--- config.mk ---
export PLATFORM = sky130hd
export DESIGN_NAME = load_store_unit
export DESIGN_NICKNAME = d
export VERILOG_FILES = /design/src/rtl/lsu_pkg.sv /design/src/rtl/lsu_wait_counter.sv /design/src/rtl/load_store_unit.sv
export SDC_FILE = /design/constraint.sdc
export NUM_CORES = 1
export LEC_CHECK = 0
export ABC_AREA = 1
export CORE_AREA = 2 2 157 159
export DETAILED_ROUTE_END_ITERATION = 8
export DIE_AREA = 0 0 159 161
export PLACE_DENSITY = 0.7
export SYNTH_ARGS = -nofsm -noshare
export SYNTH_HDL_FRONTEND = slang
export SYNTH_SLANG_ARGS = --single-unit
--- constraint.sdc ---
create_clock -name clk -period 12.3 [get_ports clk]
set_input_delay 1.23 -clock clk [delete_from_list [all_inputs] [get_ports clk]]
set_output_delay 1.23 -clock clk [all_outputs]
set_load 0.005 [all_outputs]
--- src/rtl/lsu_pkg.sv ---
// Package: lsu_pkg
// Shared types and constants for the load/store unit.
//   lsu_state_e : access sequencer states (IDLE, ACCESS, RESP)
//   OP_LOAD / OP_STORE : encoding of the request's store bit
//   ZERO_REG    : hard-wired zero register (XZR), never written back
//   sat_inc32   : saturating 32-bit increment used by the optional statistics
package lsu_pkg;

  typedef enum logic [1:0] {
    IDLE   = 2'd0,
    ACCESS = 2'd1,
    RESP   = 2'd2
  } lsu_state_e;

  localparam logic       OP_LOAD  = 1'b0;
  localparam logic       OP_STORE = 1'b1;
  localparam logic [4:0] ZERO_REG = 5'd31;

  // Increment that sticks at all-ones instead of wrapping to zero.
  function automatic logic [31:0] sat_inc32(input logic [31:0] v);
    logic [31:0] r;
    if (v == 32'hFFFF_FFFF) begin
      r = v;
    end else begin
      r = v + 32'd1;
    end
    return r;
  endfunction

endpackage

--- src/rtl/lsu_wait_counter.sv ---
// Module: lsu_wait_counter
// Loadable down-counter that times how long the memory strobes are held.
// Ports:
//   clk, reset   : clock, asynchronous active-high reset
//   i_load       : load i_load_val (has priority over decrement)
//   i_load_val   : value to load
//   i_dec        : decrement by one; stops at zero
//   o_zero       : count is zero
module lsu_wait_counter #(
  parameter int CW = 1
) (
  input  logic          clk,
  input  logic          reset,
  input  logic          i_load,
  input  logic [CW-1:0] i_load_val,
  input  logic          i_dec,
  output logic          o_zero
);

  logic [CW-1:0] r_count;

  // Count register: load, else decrement towards zero, else hold.
  always_ff @(posedge clk or posedge reset) begin
    if (reset) begin
      r_count <= {CW{1'b0}};
    end else if (i_load) begin
      r_count <= i_load_val;
    end else if (i_dec && (r_count != {CW{1'b0}})) begin
      r_count <= r_count - CW'(1);
    end else begin
      r_count <= r_count;
    end
  end

  assign o_zero = (r_count == {CW{1'b0}});

endmodule

--- src/rtl/load_store_unit.sv ---
// Module: load_store_unit
// Memory-access initiator between the execute stage and a word-addressed
// data memory. One load/store is accepted per valid/ready handshake; the
// read/write strobe is held for MEM_LATENCY cycles, then a single response
// cycle reports done/err and, for loads, writes back through the register
// file port. Out-of-range addresses skip the memory and respond at once.
// Ports:
//   clk, reset                       : clock, asynchronous active-high reset
//   req_valid/req_ready              : request handshake (ready only in IDLE)
//   req_store, req_addr, req_wdata,
//   req_rd                           : request payload
//   mem_addr, mem_wdata, mem_read,
//   mem_write, mem_rdata             : data memory interface
//   wb_en, wb_reg, wb_data           : register-file write port (pulse)
//   done, err                        : completion pulse and range error
// Optional feature macro LSU_STATS_EN adds saturating 32-bit counters
//   ld_count, st_count, err_count.
module load_store_unit
  import lsu_pkg::*;
#(
  parameter int DATA_W      = 64,
  parameter int REG_AW      = 5,
  parameter int MEM_DEPTH   = 32,
  parameter int MEM_LATENCY = 1
) (
  input  logic              clk,
  input  logic              reset,
  input  logic              req_valid,
  output logic              req_ready,
  input  logic              req_store,
  input  logic [DATA_W-1:0] req_addr,
  input  logic [DATA_W-1:0] req_wdata,
  input  logic [REG_AW-1:0] req_rd,
  output logic [DATA_W-1:0] mem_addr,
  output logic [DATA_W-1:0] mem_wdata,
  output logic              mem_read,
  output logic              mem_write,
  input  logic [DATA_W-1:0] mem_rdata,
  output logic              wb_en,
  output logic [REG_AW-1:0] wb_reg,
  output logic [DATA_W-1:0] wb_data,
  output logic              done,
  output logic              err
`ifdef LSU_STATS_EN
  ,
  output logic [31:0]       ld_count,
  output logic [31:0]       st_count,
  output logic [31:0]       err_count
`endif
);

  localparam int                CW       = $clog2(MEM_LATENCY + 1);
  localparam logic [CW-1:0]     LAT_M1   = CW'(MEM_LATENCY - 1);
  localparam logic [DATA_W-1:0] DEPTH_V  = DATA_W'(MEM_DEPTH);
  localparam logic [REG_AW-1:0] XZR      = REG_AW'(ZERO_REG);

  lsu_state_e        r_state, w_state_nxt;
  logic              r_store, w_store_nxt;
  logic              r_err_flag, w_err_flag_nxt;
  logic [REG_AW-1:0] r_rd, w_rd_nxt;
  logic [DATA_W-1:0] r_mem_addr, w_mem_addr_nxt;
  logic [DATA_W-1:0] r_mem_wdata, w_mem_wdata_nxt;
  logic              r_mem_read, w_mem_read_nxt;
  logic              r_mem_write, w_mem_write_nxt;
  logic              r_wb_en, w_wb_en_nxt;
  logic [REG_AW-1:0] r_wb_reg, w_wb_reg_nxt;
  logic [DATA_W-1:0] r_wb_data, w_wb_data_nxt;
  logic              r_done, w_done_nxt;
  logic              r_err, w_err_nxt;
  logic              r_req_ready, w_ready_nxt;
  logic              w_cnt_load, w_cnt_dec, w_cnt_zero;
  logic              w_in_range;

  // Unsigned compare over the full address width.
  assign w_in_range = (req_addr < DEPTH_V);

  lsu_wait_counter #(.CW(CW)) u_wait (
    .clk        (clk),
    .reset      (reset),
    .i_load     (w_cnt_load),
    .i_load_val (LAT_M1),
    .i_dec      (w_cnt_dec),
    .o_zero     (w_cnt_zero)
  );

  // State register.
  always_ff @(posedge clk or posedge reset) begin
    if (reset) begin
      r_state <= IDLE;
    end else begin
      r_state <= w_state_nxt;
    end
  end

  // Next-state and next-output logic; every output is registered below.
  always_comb begin
    w_state_nxt     = r_state;
    w_store_nxt     = r_store;
    w_err_flag_nxt  = r_err_flag;
    w_rd_nxt        = r_rd;
    w_mem_addr_nxt  = r_mem_addr;
    w_mem_wdata_nxt = r_mem_wdata;
    w_mem_read_nxt  = 1'b0;
    w_mem_write_nxt = 1'b0;
    w_wb_en_nxt     = 1'b0;
    w_wb_reg_nxt    = r_wb_reg;
    w_wb_data_nxt   = r_wb_data;
    w_done_nxt      = 1'b0;
    w_err_nxt       = 1'b0;
    w_ready_nxt     = r_req_ready;
    w_cnt_load      = 1'b0;
    w_cnt_dec       = 1'b0;
    case (r_state)
      IDLE: begin
        w_ready_nxt = 1'b1;
        if (req_valid && r_req_ready) begin
          w_store_nxt    = req_store;
          w_rd_nxt       = req_rd;
          w_err_flag_nxt = ~w_in_range;
          w_ready_nxt    = 1'b0;
          if (w_in_range) begin
            w_state_nxt     = ACCESS;
            w_mem_addr_nxt  = req_addr;
            w_mem_wdata_nxt = req_wdata;
            w_mem_read_nxt  = (req_store == OP_LOAD);
            w_mem_write_nxt = (req_store == OP_STORE);
            w_cnt_load      = 1'b1;
          end else begin
            // Out of range: memory is never touched, respond next cycle.
            w_state_nxt = RESP;
            w_done_nxt  = 1'b1;
            w_err_nxt   = 1'b1;
          end
        end else begin
          w_state_nxt = IDLE;
        end
      end
      ACCESS: begin
        w_ready_nxt = 1'b0;
        if (w_cnt_zero) begin
          // Last strobe cycle: mem_rdata is valid on this edge.
          w_state_nxt = RESP;
          w_done_nxt  = 1'b1;
          w_err_nxt   = r_err_flag;
          if ((r_store == OP_LOAD) && (r_rd != XZR)) begin
            w_wb_en_nxt   = 1'b1;
            w_wb_reg_nxt  = r_rd;
            w_wb_data_nxt = mem_rdata;
          end else begin
            w_wb_en_nxt = 1'b0;
          end
        end else begin
          w_mem_read_nxt  = r_mem_read;
          w_mem_write_nxt = r_mem_write;
          w_cnt_dec       = 1'b1;
        end
      end
      RESP: begin
        w_state_nxt = IDLE;
        w_ready_nxt = 1'b1;
      end
      default: begin
        w_state_nxt = IDLE;
        w_ready_nxt = 1'b1;
      end
    endcase
  end

  // Datapath and output registers.
  always_ff @(posedge clk or posedge reset) begin
    if (reset) begin
      r_store     <= OP_LOAD;
      r_err_flag  <= 1'b0;
      r_rd        <= {REG_AW{1'b0}};
      r_mem_addr  <= {DATA_W{1'b0}};
      r_mem_wdata <= {DATA_W{1'b0}};
      r_mem_read  <= 1'b0;
      r_mem_write <= 1'b0;
      r_wb_en     <= 1'b0;
      r_wb_reg    <= {REG_AW{1'b0}};
      r_wb_data   <= {DATA_W{1'b0}};
      r_done      <= 1'b0;
      r_err       <= 1'b0;
      r_req_ready <= 1'b1;
    end else begin
      r_store     <= w_store_nxt;
      r_err_flag  <= w_err_flag_nxt;
      r_rd        <= w_rd_nxt;
      r_mem_addr  <= w_mem_addr_nxt;
      r_mem_wdata <= w_mem_wdata_nxt;
      r_mem_read  <= w_mem_read_nxt;
      r_mem_write <= w_mem_write_nxt;
      r_wb_en     <= w_wb_en_nxt;
      r_wb_reg    <= w_wb_reg_nxt;
      r_wb_data   <= w_wb_data_nxt;
      r_done      <= w_done_nxt;
      r_err       <= w_err_nxt;
      r_req_ready <= w_ready_nxt;
    end
  end

  assign req_ready = r_req_ready;
  assign mem_addr  = r_mem_addr;
  assign mem_wdata = r_mem_wdata;
  assign mem_read  = r_mem_read;
  assign mem_write = r_mem_write;
  assign wb_en     = r_wb_en;
  assign wb_reg    = r_wb_reg;
  assign wb_data   = r_wb_data;
  assign done      = r_done;
  assign err       = r_err;

`ifdef LSU_STATS_EN
  logic [31:0] r_ld_count, r_st_count, r_err_count;

  // Per-kind completion counters, updated on the edge that raises done.
  always_ff @(posedge clk or posedge reset) begin
    if (reset) begin
      r_ld_count  <= 32'd0;
      r_st_count  <= 32'd0;
      r_err_count <= 32'd0;
    end else if (w_done_nxt) begin
      if (w_err_nxt) begin
        r_err_count <= sat_inc32(r_err_count);
      end else if (w_store_nxt == OP_STORE) begin
        r_st_count <= sat_inc32(r_st_count);
      end else begin
        r_ld_count <= sat_inc32(r_ld_count);
      end
    end else begin
      r_ld_count  <= r_ld_count;
      r_st_count  <= r_st_count;
      r_err_count <= r_err_count;
    end
  end

  assign ld_count  = r_ld_count;
  assign st_count  = r_st_count;
  assign err_count = r_err_count;
`endif

endmodule
==> results.json, run 1 <==
{
  "outcome": "complete, no violations",
  "path_common_cell": "sky130_fd_sc_hd__nand2_1",
  "timing.slew.headroom_pct": 19.3,
  "routabilityCongestion": 0.801,
  "powerDensity_nw_per_um2": 121,
  "post_synth_xor_area_fraction_pct": 0,
  "synthesis.area_sq_um": 8160,
  "seq_area_frac_synth_pct": 65.4,
  "ios": 404,
  "final.hold.worst_slack_ns": 0.464,
  "swShare_pct": 20.0,
  "synthMuxAreaShare_pct": 0,
  "cpLargestDelayFamily": "buffers and inverters",
  "post_cts_hold_buffer_count": 0,
  "drtPass1Iterations": 4,
  "cp-end-kind": "register",
  "initial_utilization_pct": 34.0,
  "leakage_nw": 6.57,
  "timing.critical_path.from_type": "primary input",
  "first_pass_grt_wire_length_microns": 38800,
  "cts_num_sinks": 213,
  "number_of_cells_produced_by_synthesis": 898,
  "cts_htree_levels": 1,
  "finalWirelength_microns": 24900,
  "area_growth_pct": 63.8,
  "seq_power_share_pct": 43.9,
  "clk_pin_slew_worst_paths_ns": 0.06,
  "crit_fanout": 113,
  "power.combinational.fraction_pct": 6.2,
  "hp-class": "register to register",
  "ys_warn_count": 0,
  "post_route_cells_drive_above_1_share_pct": 4.23,
  "routed_via_density": 4.42,
  "timing.final.hold_violations": 0,
  "cp_num_buf_inv": 3,
  "cpPeakStageDelay_ns": 0.72,
  "synth_compound_area_share_pct": 1.06,
  "timing_max_transition_violations_final": 0,
  "internal_power_mw": 1.29,
  "clock.fmax_mhz": 260,
  "power.clock.fraction_pct": 49.9,
  "rsz0062_at_grt": "false",
  "worst-endpoint-arrival_ns": 4.24,
  "worstSkewPairLatency_ns": 0.51,
  "synth.lib_cells_used.distinct": 17,
  "groute.usage.overall_pct": 18.8,
  "post_synthesis_adder_cell_area_fraction_pct": 0,
  "finalCriticalPeriod_ns": 3.84,
  "place_hpwl_microns": 17400,
  "synth-seq-cells": 213,
  "number_of_antenna_violations_at_the_first_check_in_global_routing": 0,
  "synth_simple_gate_area_share_pct": 27.3,
  "drc": 0,
  "die-height_microns": 161,
  "first_iter_violations": 378,
  "power_switching_mw": 0.323,
  "fp.dieArea_sq_um": 25600,
  "sequential_cell_area_sq_um": 5330,
  "die_wd_microns": 159,
  "setup_viol": 0,
  "portBuffers": 403,
  "tritoncts": "done",
  "layout.core_utilization_pct": 55.7,
  "cpMaxStageDelayCell": "sky130_fd_sc_hd__buf_4",
  "grt_pass1_vias": 7186,
  "antenna_cells_inserted": 0,
  "post-cts-setup-buffer-count": 0,
  "combinational_family_with_the_most_area_after_synthesis": "simple AND/OR/NAND/NOR gates",
  "route.vias.total": 7179,
  "vdd_drop_max_mv": 0.112,
  "cts_buffer_depth": 3,
  "fp-row-count": 57,
  "route.detailed.wl_per_inst_microns": 15.4,
  "ff2ff_setup_slack_ns": 9.16,
  "layout.filler_cells": 2115,
  "global_route.overflow_total": 0,
  "footprint_of_the_multi_input_gates_sq_um": 2340,
  "number_of_nets_with_antenna_violations_after_detailed_routing": 0,
  "clk_root_buffer_cell": "sky130_fd_sc_hd__clkbuf_16",
  "critical_path_class": "primary input to register",
  "grt_max_degree": 136,
  "synthesized_net_count": 1099,
  "post_synth.cell_area_avg_sq_um": 9.08,
  "timing.setup.tns_ns": 0,
  "cts_resized": 0,
  "core_area_sq_um": 24000,
  "tritoncts.num_buffers": 24,
  "final.period_utilization_pct": 31.2,
  "pin_slew_with_the_least_headroom_to_its_limit_ns": 1.21,
  "timing.max_cap.violations": 0,
  "worst-endpoint-required_ns": 12.70,
  "crit_path_cell_trace": "clkdlybuf4s50_1 -> nand2_1 -> nor3_2 -> buf_4 -> nand3_4 -> buf_4 -> nand2_1 -> nand2_1",
  "num-nets-final": 1484,
  "clock-skew-final_ns": 0.0132
}
-- kinds of logic (layout without fill, tap and decap cells) --
logic type	Yosys count	count (layout)
buf+inv	125	526
flops	213	213
compound gates	17	17
simple gates	543	543
-- stage by stage --
stage / area, sq um / setup WS [ns] / std cells / total power [mW]
after floorplan: 8160 / 5.25 / 898 / 0.748
after global placement: 12500 / 8.09 / 1581 / 0.823
after detailed placement: 12500 / 7.97 / 1581 / 0.824
after CTS: 13400 / 8.51 / 1623 / 1.64
after global routing: 13400 / 8.21 / 1623 / 1.67
final: 13400 / 8.46 / 1623 / 1.62
-- cell usage after synthesis, drive strengths merged --
master	n	area share [%]
a31oi	1	0.077
clkbuf	22	1.0
nand2	429	20
nand4	69	5.3
nor3	3	0.18
inv	73	3.4
o21ai	15	0.92
nand3	2	0.18
nor2	40	1.9
dfstp	1	0.32
a21oi	1	0.061
buf	30	1.9
dfrtp	212	65
-- path summary, 6_finish.rpt --
check	cells past startpoint	from	endpoint
max	8	req_valid	mem_wdata[47]
min	2	mem_addr[11]	mem_addr[11]
max reg2reg	7	req_ready	mem_wdata[47]
min reg2reg	2	mem_addr[11]	mem_addr[11]
max in group asynchronous	3	reset	wb_data[41]
min in group asynchronous	2	reset	mem_wdata[12]
-- cell type report --
cell class,instances,area share [%]
clock inverter,9,1.50
tap,324,3.04
timing repair buffer,411,30.7
inverter,73,2.11
clock buffer,33,5.28
sequential,213,39.9
multi-input combinational,560,17.5
-- layer usage --
| layer | routed length, microns | up-vias | global-route usage [%] |
|---|---|---|---|
| li1 | - | 3535 | - |
| met1 | 10200 | 3297 | 23.4 |
| met2 | 11800 | 283 | 31.4 |
| met3 | 1900 | 64 | 4.98 |
| met4 | 996 | 0 | 7.85 |
| met5 | 0 | - | 0 |
-- worst register-to-register path, stage by stage (launching register included) --
cell and delay, ns:
sky130_fd_sc_hd__dfstp_2 0.54, sky130_fd_sc_hd__nand2_1 0.06, sky130_fd_sc_hd__nor3_2 0.49, sky130_fd_sc_hd__buf_4 0.72
sky130_fd_sc_hd__nand3_4 0.32, sky130_fd_sc_hd__buf_4 0.51, sky130_fd_sc_hd__nand2_1 0.35, sky130_fd_sc_hd__nand2_1 0.06
-- placed cells by master, fill, tap and decap left out --
cell type                         netlist  layout
sky130_fd_sc_hd__nand2_1              429     428
sky130_fd_sc_hd__clkdlybuf4s50_1        0     403
sky130_fd_sc_hd__dfrtp_1              212     212
sky130_fd_sc_hd__inv_1                 73      71
sky130_fd_sc_hd__nand4_1               69      69
sky130_fd_sc_hd__nor2_1                38      38
sky130_fd_sc_hd__clkbuf_16              0      25
sky130_fd_sc_hd__o21ai_0               15      15
sky130_fd_sc_hd__buf_4                  0       8
sky130_fd_sc_hd__bufinv_16              0       6
sky130_fd_sc_hd__clkbuf_8               0       5
sky130_fd_sc_hd__clkbuf_1              22       3
sky130_fd_sc_hd__nor3_1                 3       2
sky130_fd_sc_hd__nor2_4                 0       2
sky130_fd_sc_hd__clkinvlp_4             0       2
sky130_fd_sc_hd__a31oi_1                1       1
sky130_fd_sc_hd__inv_8                  0       1
sky130_fd_sc_hd__a21oi_1                1       1
sky130_fd_sc_hd__nand3_1                1       1
sky130_fd_sc_hd__nand2_2                0       1
sky130_fd_sc_hd__inv_2                  0       1
sky130_fd_sc_hd__nor3_2                 0       1
sky130_fd_sc_hd__nand3_4                0       1
sky130_fd_sc_hd__clkinv_2               0       1
sky130_fd_sc_hd__dfstp_2                1       1
-- power groups by stage --
stage | clock [mW] | combinational, mW | sequential (mW)
after CTS | 0.827 | 0.102 | 0.710
after global routing | 0.854 | 0.110 | 0.710
after global placement | 0 | 0.100 | 0.722
after detailed placement | 0 | 0.102 | 0.723
after floorplan | 0 | 0.0263 | 0.722
final | 0.806 | 0.100 | 0.710
No activity file was read; power rests on OpenSTA's default activity.
==> run 2, diff against run 1 <==
- CORE_AREA: 2 2 157 159 -> 2 2 155 157
- DIE_AREA: 0 0 159 161 -> 0 0 157 159
- PLACE_DENSITY: 0.7 -> 0.71
- clock period: 12.3 -> 3.55 ns (I/O delays scaled with it)
==> results.json, run 2 (same netlist as run 1, synthesis figures left out) <==
{
  "layout.filler_cells": 2084,
  "drc": 0,
  "most_frequent_standard_cell_in_the_layout_excluding_fill_and_tap_cells": "sky130_fd_sc_hd__nand2_1",
  "crit_fanout": 70,
  "final.period_utilization_pct": 61.9,
  "timing_max_transition_violations_final": 0,
  "worstSkewPairLatency_ns": 0.51,
  "timing.max_cap.violations": 0,
  "clock-skew-final_ns": 0.0124,
  "critical_path_class": "primary input to register",
  "num-nets-final": 1486,
  "timing.critical_path.from_type": "primary input",
  "post-cts-setup-buffer-count": 0,
  "finalCriticalPeriod_ns": 2.20,
  "route.detailed.wl_per_inst_microns": 15.6,
  "first_pass_grt_wire_length_microns": 40100,
  "drtPass1Iterations": 6,
  "place_hpwl_microns": 17600,
  "routed_via_density": 4.53,
  "cts_num_sinks": 213,
  "powerDensity_nw_per_um2": 405,
  "rsz0062_at_grt": "false",
  "timing.slew.headroom_pct": 26.0,
  "leakage_nw": 6.57,
  "groute.usage.overall_pct": 20.0,
  "timing.final.hold_violations": 0,
  "die_wd_microns": 157,
  "die-height_microns": 159,
  "place_area_sq_um": 12500,
  "vdd_drop_max_mv": 0.221,
  "grt_max_degree": 84,
  "initial_utilization_pct": 35.2,
  "core_area_sq_um": 23200,
  "tritoncts.num_buffers": 24,
  "finalWirelength_microns": 25300,
  "clock.fmax_mhz": 455,
  "setup_viol": 0,
  "cp-end-kind": "register",
  "hp-class": "primary input to async pin",
  "worst-endpoint-required_ns": 3.89,
  "fp.dieArea_sq_um": 25000,
  "design_area_sq_um": 13300,
  "layout.core_utilization_pct": 57.5,
  "fp-row-count": 56,
  "ios": 404,
  "routabilityCongestion": 0.788,
  "timing.setup.tns_ns": 0,
  "post_cts_hold_buffer_count": 0,
  "outcome": "complete, no violations",
  "tritoncts": "done",
  "most-common-layout-cells": "sky130_fd_sc_hd__nand2_1, sky130_fd_sc_hd__clkdlybuf4s50_1, sky130_fd_sc_hd__dfrtp_1",
  "cts_htree_levels": 1,
  "antenna_cells_inserted": 0,
  "worst-endpoint-arrival_ns": 2.54,
  "area_growth_pct": 63.5,
  "cts_resized": 0,
  "global_route.overflow_total": 0,
  "portBuffers": 403,
  "number_of_nets_with_antenna_violations_after_detailed_routing": 0,
  "clk_pin_slew_worst_paths_ns": 0.06,
  "grt_pass1_vias": 7483,
  "post_route_cells_drive_above_1_share_pct": 4.37,
  "footprint_of_the_multi_input_gates_sq_um": 2340,
  "clk_root_buffer_cell": "sky130_fd_sc_hd__clkbuf_16",
  "cts_buffer_depth": 3,
  "first_iter_violations": 453,
  "route.vias.total": 7346,
  "sequential_cell_area_sq_um": 5330,
  "number_of_antenna_violations_at_the_first_check_in_global_routing": 0,
  "pin_slew_with_the_least_headroom_to_its_limit_ns": 1.11
}
-- run 2: critical path, stage by stage --
cell and delay (ns):
sky130_fd_sc_hd__clkdlybuf4s50_1 0.40, sky130_fd_sc_hd__nor2_1 0.27, sky130_fd_sc_hd__nand2_1 0.09, sky130_fd_sc_hd__nor2_1 0.09, sky130_fd_sc_hd__nand2_1 0.09, sky130_fd_sc_hd__nor2_4 0.15
sky130_fd_sc_hd__buf_4 0.65, sky130_fd_sc_hd__nand2_1 0.15, sky130_fd_sc_hd__nand2_1 0.16, sky130_fd_sc_hd__o21ai_0 0.11
-- run 2: power by group --
group | switching [mW] | total, mW | internal [mW]
Combinational | 0.141 | 0.361 | 0.220
Clock | 0.992 | 2.58 | 1.59
Sequential | 0.00876 | 2.46 | 2.45
-- run 2: layer usage --
metal	track usage [%]	wire (microns)	part of all wire (%)
met2	33.0	11900	47
met5	0	0	0
met1	23.7	9780	39
met3	7.38	2680	11
met4	7.67	919	3.6
-- run 2: layout make-up --
cell class | count | area share [%]
Inverter | 73 | 2.08
Multi-Input combinational cell | 560 | 17.5
Clock buffer | 34 | 5.25
Timing Repair Buffer | 413 | 31.2
Sequential cell | 213 | 40.0
Clock inverter | 10 | 0.967
Tap cell | 319 | 2.99
-- run 2: path summary, 6_finish.rpt --
kind,depth (start not counted),slack [ns],start,to
setup / recovery,10,1.35,req_addr[8],r_err_flag
hold / removal,2,0.38,reset,mem_addr[39]
setup reg to reg,5,1.38,req_ready,err
hold reg to reg,2,0.46,mem_addr[60],mem_addr[60]
max in group asynchronous,3,2.37,reset,mem_wdata[11]
min in group clk,3,0.38,mem_rdata[43],wb_data[43]
-- run 2: per-stage QoR --
| stage | worst slack (ns) | power (mW) | hold WS, ns | cells |
|---|---|---|---|---|
| floorplan | 0.426 | 2.59 | 0.426 | 898 |
| global placement | 0.879 | 2.86 | 0.448 | 1578 |
| detailed placement | 0.855 | 2.87 | 0.451 | 1578 |
| CTS | 1.33 | 5.48 | 0.360 | 1622 |
| global route | 1.16 | 5.62 | 0.372 | 1622 |
| finish | 1.35 | 5.40 | 0.380 | 1622 |
==> run 3, diff against run 2 <==
- clock period: 3.55 -> 2.3 ns (I/O delays scaled with it)
==> results.json, run 3 (same netlist as run 1, synthesis figures left out) <==
{
  "outcome": "complete, no violations",
  "number_of_antenna_violations_at_the_first_check_in_global_routing": 0,
  "route.detailed.wl_per_inst_microns": 15.5,
  "antenna_cells_inserted": 0,
  "worstSkewPairLatency_ns": 0.50,
  "final.hold.worst_slack_ns": 0.0681,
  "rr_startpoint": "req_ready",
  "initial_utilization_pct": 35.2,
  "timing.final.hold_violations": 0,
  "pin_slew_with_the_least_headroom_to_its_limit_ns": 0.412,
  "drtPass1Iterations": 5,
  "grt_pass1_vias": 7448,
  "worst-endpoint-arrival_ns": 1.59,
  "post-cts-setup-buffer-count": 0,
  "clk_pin_slew_worst_paths_ns": 0.06,
  "rsz0062_at_grt": "false",
  "cts_buffer_depth": 3,
  "design_area_sq_um": 13400,
  "worstSetupStartpoint": "req_ready",
  "grt_max_degree": 94,
  "cts_num_sinks": 213,
  "fp-row-count": 56,
  "routed_via_density": 4.56,
  "cpMaxStageDelayCell": "sky130_fd_sc_hd__dfstp_2",
  "core_area_sq_um": 23200,
  "layout.filler_cells": 2062,
  "post_layout_total_power_mw": 7.93,
  "timing.critical_path.from_type": "register",
  "timing.slew.headroom_pct": 72.5,
  "setup_viol": 0,
  "post_route_insts_no_fill": 1633,
  "clock-skew-final_ns": 0.0102,
  "post_route_cells_drive_above_1_share_pct": 5.10,
  "cts_resized": 0,
  "num-nets-final": 1501,
  "timing.max_cap.violations": 0,
  "r2r_cells": 7,
  "fp.dieArea_sq_um": 25000,
  "clk_root_buffer_cell": "sky130_fd_sc_hd__clkbuf_16",
  "finalWirelength_microns": 25200,
  "cts_htree_levels": 1,
  "global_route.overflow_total": 0,
  "die-height_microns": 159,
  "cpLargestDelayFamily": "flip-flops",
  "ff2ff_setup_slack_ns": 0.56,
  "place.detailed.instances": 1594,
  "cp_num_buf_inv": 1,
  "drc": 0,
  "finalCriticalPeriod_ns": 1.82,
  "post_cts_hold_buffer_count": 0,
  "hp-class": "primary input to async pin",
  "final.period_utilization_pct": 79.2,
  "routabilityCongestion": 0.815,
  "tritoncts.num_buffers": 23,
  "timing_max_transition_violations_final": 0,
  "leakage_nw": 6.61,
  "cp-end-kind": "primary output",
  "powerDensity_nw_per_um2": 591,
  "crit_path_cell_trace": "clkdlybuf4s50_1",
  "first_pass_grt_wire_length_microns": 39500,
  "number_of_nets_with_antenna_violations_after_detailed_routing": 0,
  "clock.fmax_mhz": 549,
  "cpPeakStageDelay_ns": 0.55,
  "critical_path_class": "register to primary output",
  "crit_fanout": 3,
  "die_wd_microns": 157,
  "portBuffers": 403,
  "worst_r2r_endpoint": "mem_wdata[4]",
  "worst-endpoint-required_ns": 2.07,
  "first_iter_violations": 371,
  "most_frequent_standard_cell_in_the_layout_excluding_fill_and_tap_cells": "sky130_fd_sc_hd__nand2_1",
  "groute.usage.overall_pct": 19.7,
  "area_growth_pct": 64.5,
  "place_hpwl_microns": 18300,
  "ios": 404,
  "most-common-layout-cells": "sky130_fd_sc_hd__nand2_1, sky130_fd_sc_hd__clkdlybuf4s50_1, sky130_fd_sc_hd__dfrtp_1",
  "vdd_drop_max_mv": 0.342,
  "place_area_sq_um": 12700,
  "route.vias.total": 7443,
  "tritoncts": "done"
}
-- run 3: report_power, final --
part	total, mW	switching [mW]	internal (mW)
logic	0.577	0.220	0.357
clock network	3.55	1.48	2.07
registers	3.80	0.0163	3.78
-- run 3: layout make-up --
class	instances	area [sq um]	share of cell area (%)
flip-flops and latches	213	5330	39.7
repair buffers	429	4350	32.5
multi-input cells	560	2340	17.4
clock buffers	33	653	4.87
well taps	319	399	2.98
inverters	73	278	2.07
clock inverters	6	60.1	0.448
-- run 3: how the worst max path moves through the flow --
stage / to / slack, ns / cells after the start
6_report: req_ready / 0.48 / 1
2_1_floorplan: done / -0.70 / 1
3_5_place_dp: u_wait.r_count / 0.17 / 10
5_1_grt: req_ready / 0.44 / 1
4_1_cts: req_ready / 0.44 / 1
3_3_place_gp: mem_wdata[1] / 0.19 / 10
-- run 3: metrics by stage --
step	utilization (%)	setup WS (ns)	TNS, ns
after detailed placement	54.8	0.174	0
after global routing	57.8	0.439	0
after floorplan	-	-0.699	-148.26
final	57.8	0.478	0
after global placement	54.8	0.192	0
after CTS	57.8	0.443	0
-- run 3: metal layers --
layer	GRT usage (%)	part of all wire, %	vias to the layer above
met5	0	0	-
met4	7.51	3.5	0
met3	6.31	9.6	53
met2	32.7	47	333
met1	23.9	40	3481
li1	-	-	3576
==> edit, RTL diff (flow settings as in run 2) <==
Change the parameter `MEM_LATENCY` from 1 to 2.
--- a/src/rtl/load_store_unit.sv
+++ b/src/rtl/load_store_unit.sv
@@ -21,7 +21,7 @@
   parameter int DATA_W      = 64,
   parameter int REG_AW      = 5,
   parameter int MEM_DEPTH   = 32,
-  parameter int MEM_LATENCY = 1
+  parameter int MEM_LATENCY = 2
 ) (
   input  logic              clk,
   input  logic              reset,
Formal check against the unedited RTL: not equivalent (Yosys sat finds a counterexample within 4 cycles, from zero or initial values and one cycle with reset high).
==> edit against run 2 <==
Hold slack improved by 4.0 ps; critical path depth unchanged; first-iteration DRC count is 0.44% lower; synthesized area rose by 0.78%; worst setup slack better by 16 ps; routed wire length is 1.5% higher; sequential share of layout area up 0.36 points; power shrank 5.2%; count of clock-buffer cells in the layout fell by 4; final area down 0.42%; sequential cell count is 1 higher; critical endpoint unchanged; largest cell class unchanged; highest routed layer is now met5.
==> edit: results (changes against run 2) <==
Outcome
  • Outcome: finished clean (unchanged)

Placement
  • DP Cell Count: 1,589 (was 1,578)
  • Global placer's final weighted congestion: 0.822 (was 0.788)
  • Detailed placer's ending HPWL: 17,900 microns (was 17,600 microns)

Global routing
  • GR Layer Usage met1: 24.1% (was 23.7%)
  • Largest net degree at the start of global routing: 163 (was 84)
  • Busiest layer in global routing: met2 (unchanged)
  • Antenna violations before repair: 5 (was 0)
  • GR met2 Demand/Resource: 34.8% (was 33.0%)
  • Vias in the first global route: 7,288 (was 7,483)
  • First-pass GRT wire length: 40,300 microns (was 40,100 microns)
  • Tot GR Track Use: 20.4% (was 20.0%)
  • Met3 Track Usage GR: 5.28% (was 7.38%)

Layout
  • Layout cell share with drive strength beyond 1: 4.73% (was 4.37%)
  • Post-layout net count: 1,497 (was 1,486)
  • Fill count: 2,049 (was 2,084)

Routing
  • Routed vias/inst: 4.55 (was 4.53)
  • Detailed Routing Iterations Pass 1: 5 (was 6)
  • DRC marker count from the first detailed-route iteration: 451 (was 453)
  • Total detailed-routing wirelength: 25,700 microns (was 25,300 microns)
  • Via count: 7,426 (was 7,346)

Power
  • Pleak: 6.52 nW (was 6.57 nW)
  • Internal power summed over all cells: 4.00 mW (was 4.26 mW)
  • Worst voltage drop across the vdd grid: 0.000243 V (was 0.000221 V)

Synth
  • Adder and majority gate portion of the synthesized area: 0.152% (was 0%)
  • Cell types occupying the most area after synthesis: dfrtp_1, nand2_1, nand4_1, inv_1, nor2_1 (unchanged)
  • Register area share after synthesis: 65.2% (was 65.4%)
  • Count of mapped cells out of synthesis: 910 (was 898)
  • Post-Synthesis Net Count: 1,112 (was 1,099)
  • Count of synthesis-stage warnings from yosys: 0 (unchanged)

Clocking
  • Post-CTS Setup Repair Bufs: 0 (unchanged)
  • Number of clock buffers inserted by TritonCTS: 23 (was 24)
  • Clock root cell: clkbuf_16 (unchanged)

Min path
  • Path category of the worst min-delay check: input pin to register (was input pin to async pin)

Setup path
  • Arrival time worst endpoint: 2530 ps (was 2540 ps)
  • Path depth of the worst reg2reg path: 5 (unchanged)
  • Crit path max fanout: 71 (was 70)

STA
  • Fin Clk Skew: 12.8 ps (was 12.4 ps)
  • Worst slew margin relative to its limit: 41.6% (was 26.0%)
[edit: worst paths after layout]
path	from	to	slack [ps]
setup / recovery	req_addr[29]	r_err_flag	1370
hold / removal	mem_rdata[17]	wb_data[17]	380
setup reg to reg	req_ready	mem_write	1410
hold reg to reg	mem_addr[58]	mem_addr[58]	460
max in group asynchronous	reset	mem_wdata[38]	2440
min in group asynchronous	reset	mem_addr[46]	460
[edit: area by class of cell]
| type | instances | share of cell area, % |
|---|---|---|
| Sequential cell | 214 | 40.3 |
| Inverter | 76 | 2.18 |
| Timing Repair Buffer | 412 | 31.1 |
| Multi-Input combinational cell | 568 | 18.0 |
| Antenna cell | 4 | 0.0754 |
| Clock inverter | 10 | 0.613 |
| Tap cell | 319 | 3.01 |
| Clock buffer | 30 | 4.76 |
[edit: power groups by stage]
| stage | clock network (mW) | registers (mW) | logic [mW] |
|---|---|---|---|
| after floorplan | 0 | 2.51 | 0.0902 |
| after global placement | 0 | 2.51 | 0.355 |
| after detailed placement | 0 | 2.51 | 0.359 |
| after CTS | 2.36 | 2.47 | 0.361 |
| after global routing | 2.48 | 2.47 | 0.389 |
| final | 2.30 | 2.47 | 0.354 |
[edit: metal layers]
metal	routed length, microns	vias to the layer above
li1	-	3573
met1	9730	3478
met2	12800	318
met3	2110	55
met4	983	2
met5	12	-
[edit: per-stage QoR]
stage	hold WS, ps	cell area (sq um)	worst slack (ps)
3_5_place_dp	451	12600	855
4_1_cts	368	13300	1390
6_report	384	13300	1370
3_3_place_gp	447	12600	854
2_1_floorplan	460	8220	412
5_1_grt	372	13300	1210
[edit: worst max-delay path, stage by stage]
cell	delay, ps
clkdlybuf4s50_1	400
nor2_1	240
nand2_1	90
nor2_1	150
nand2_1	120
nor2_4	120
buf_4	620
nand2_1	140
nand2_1	140
o21ai_0	110
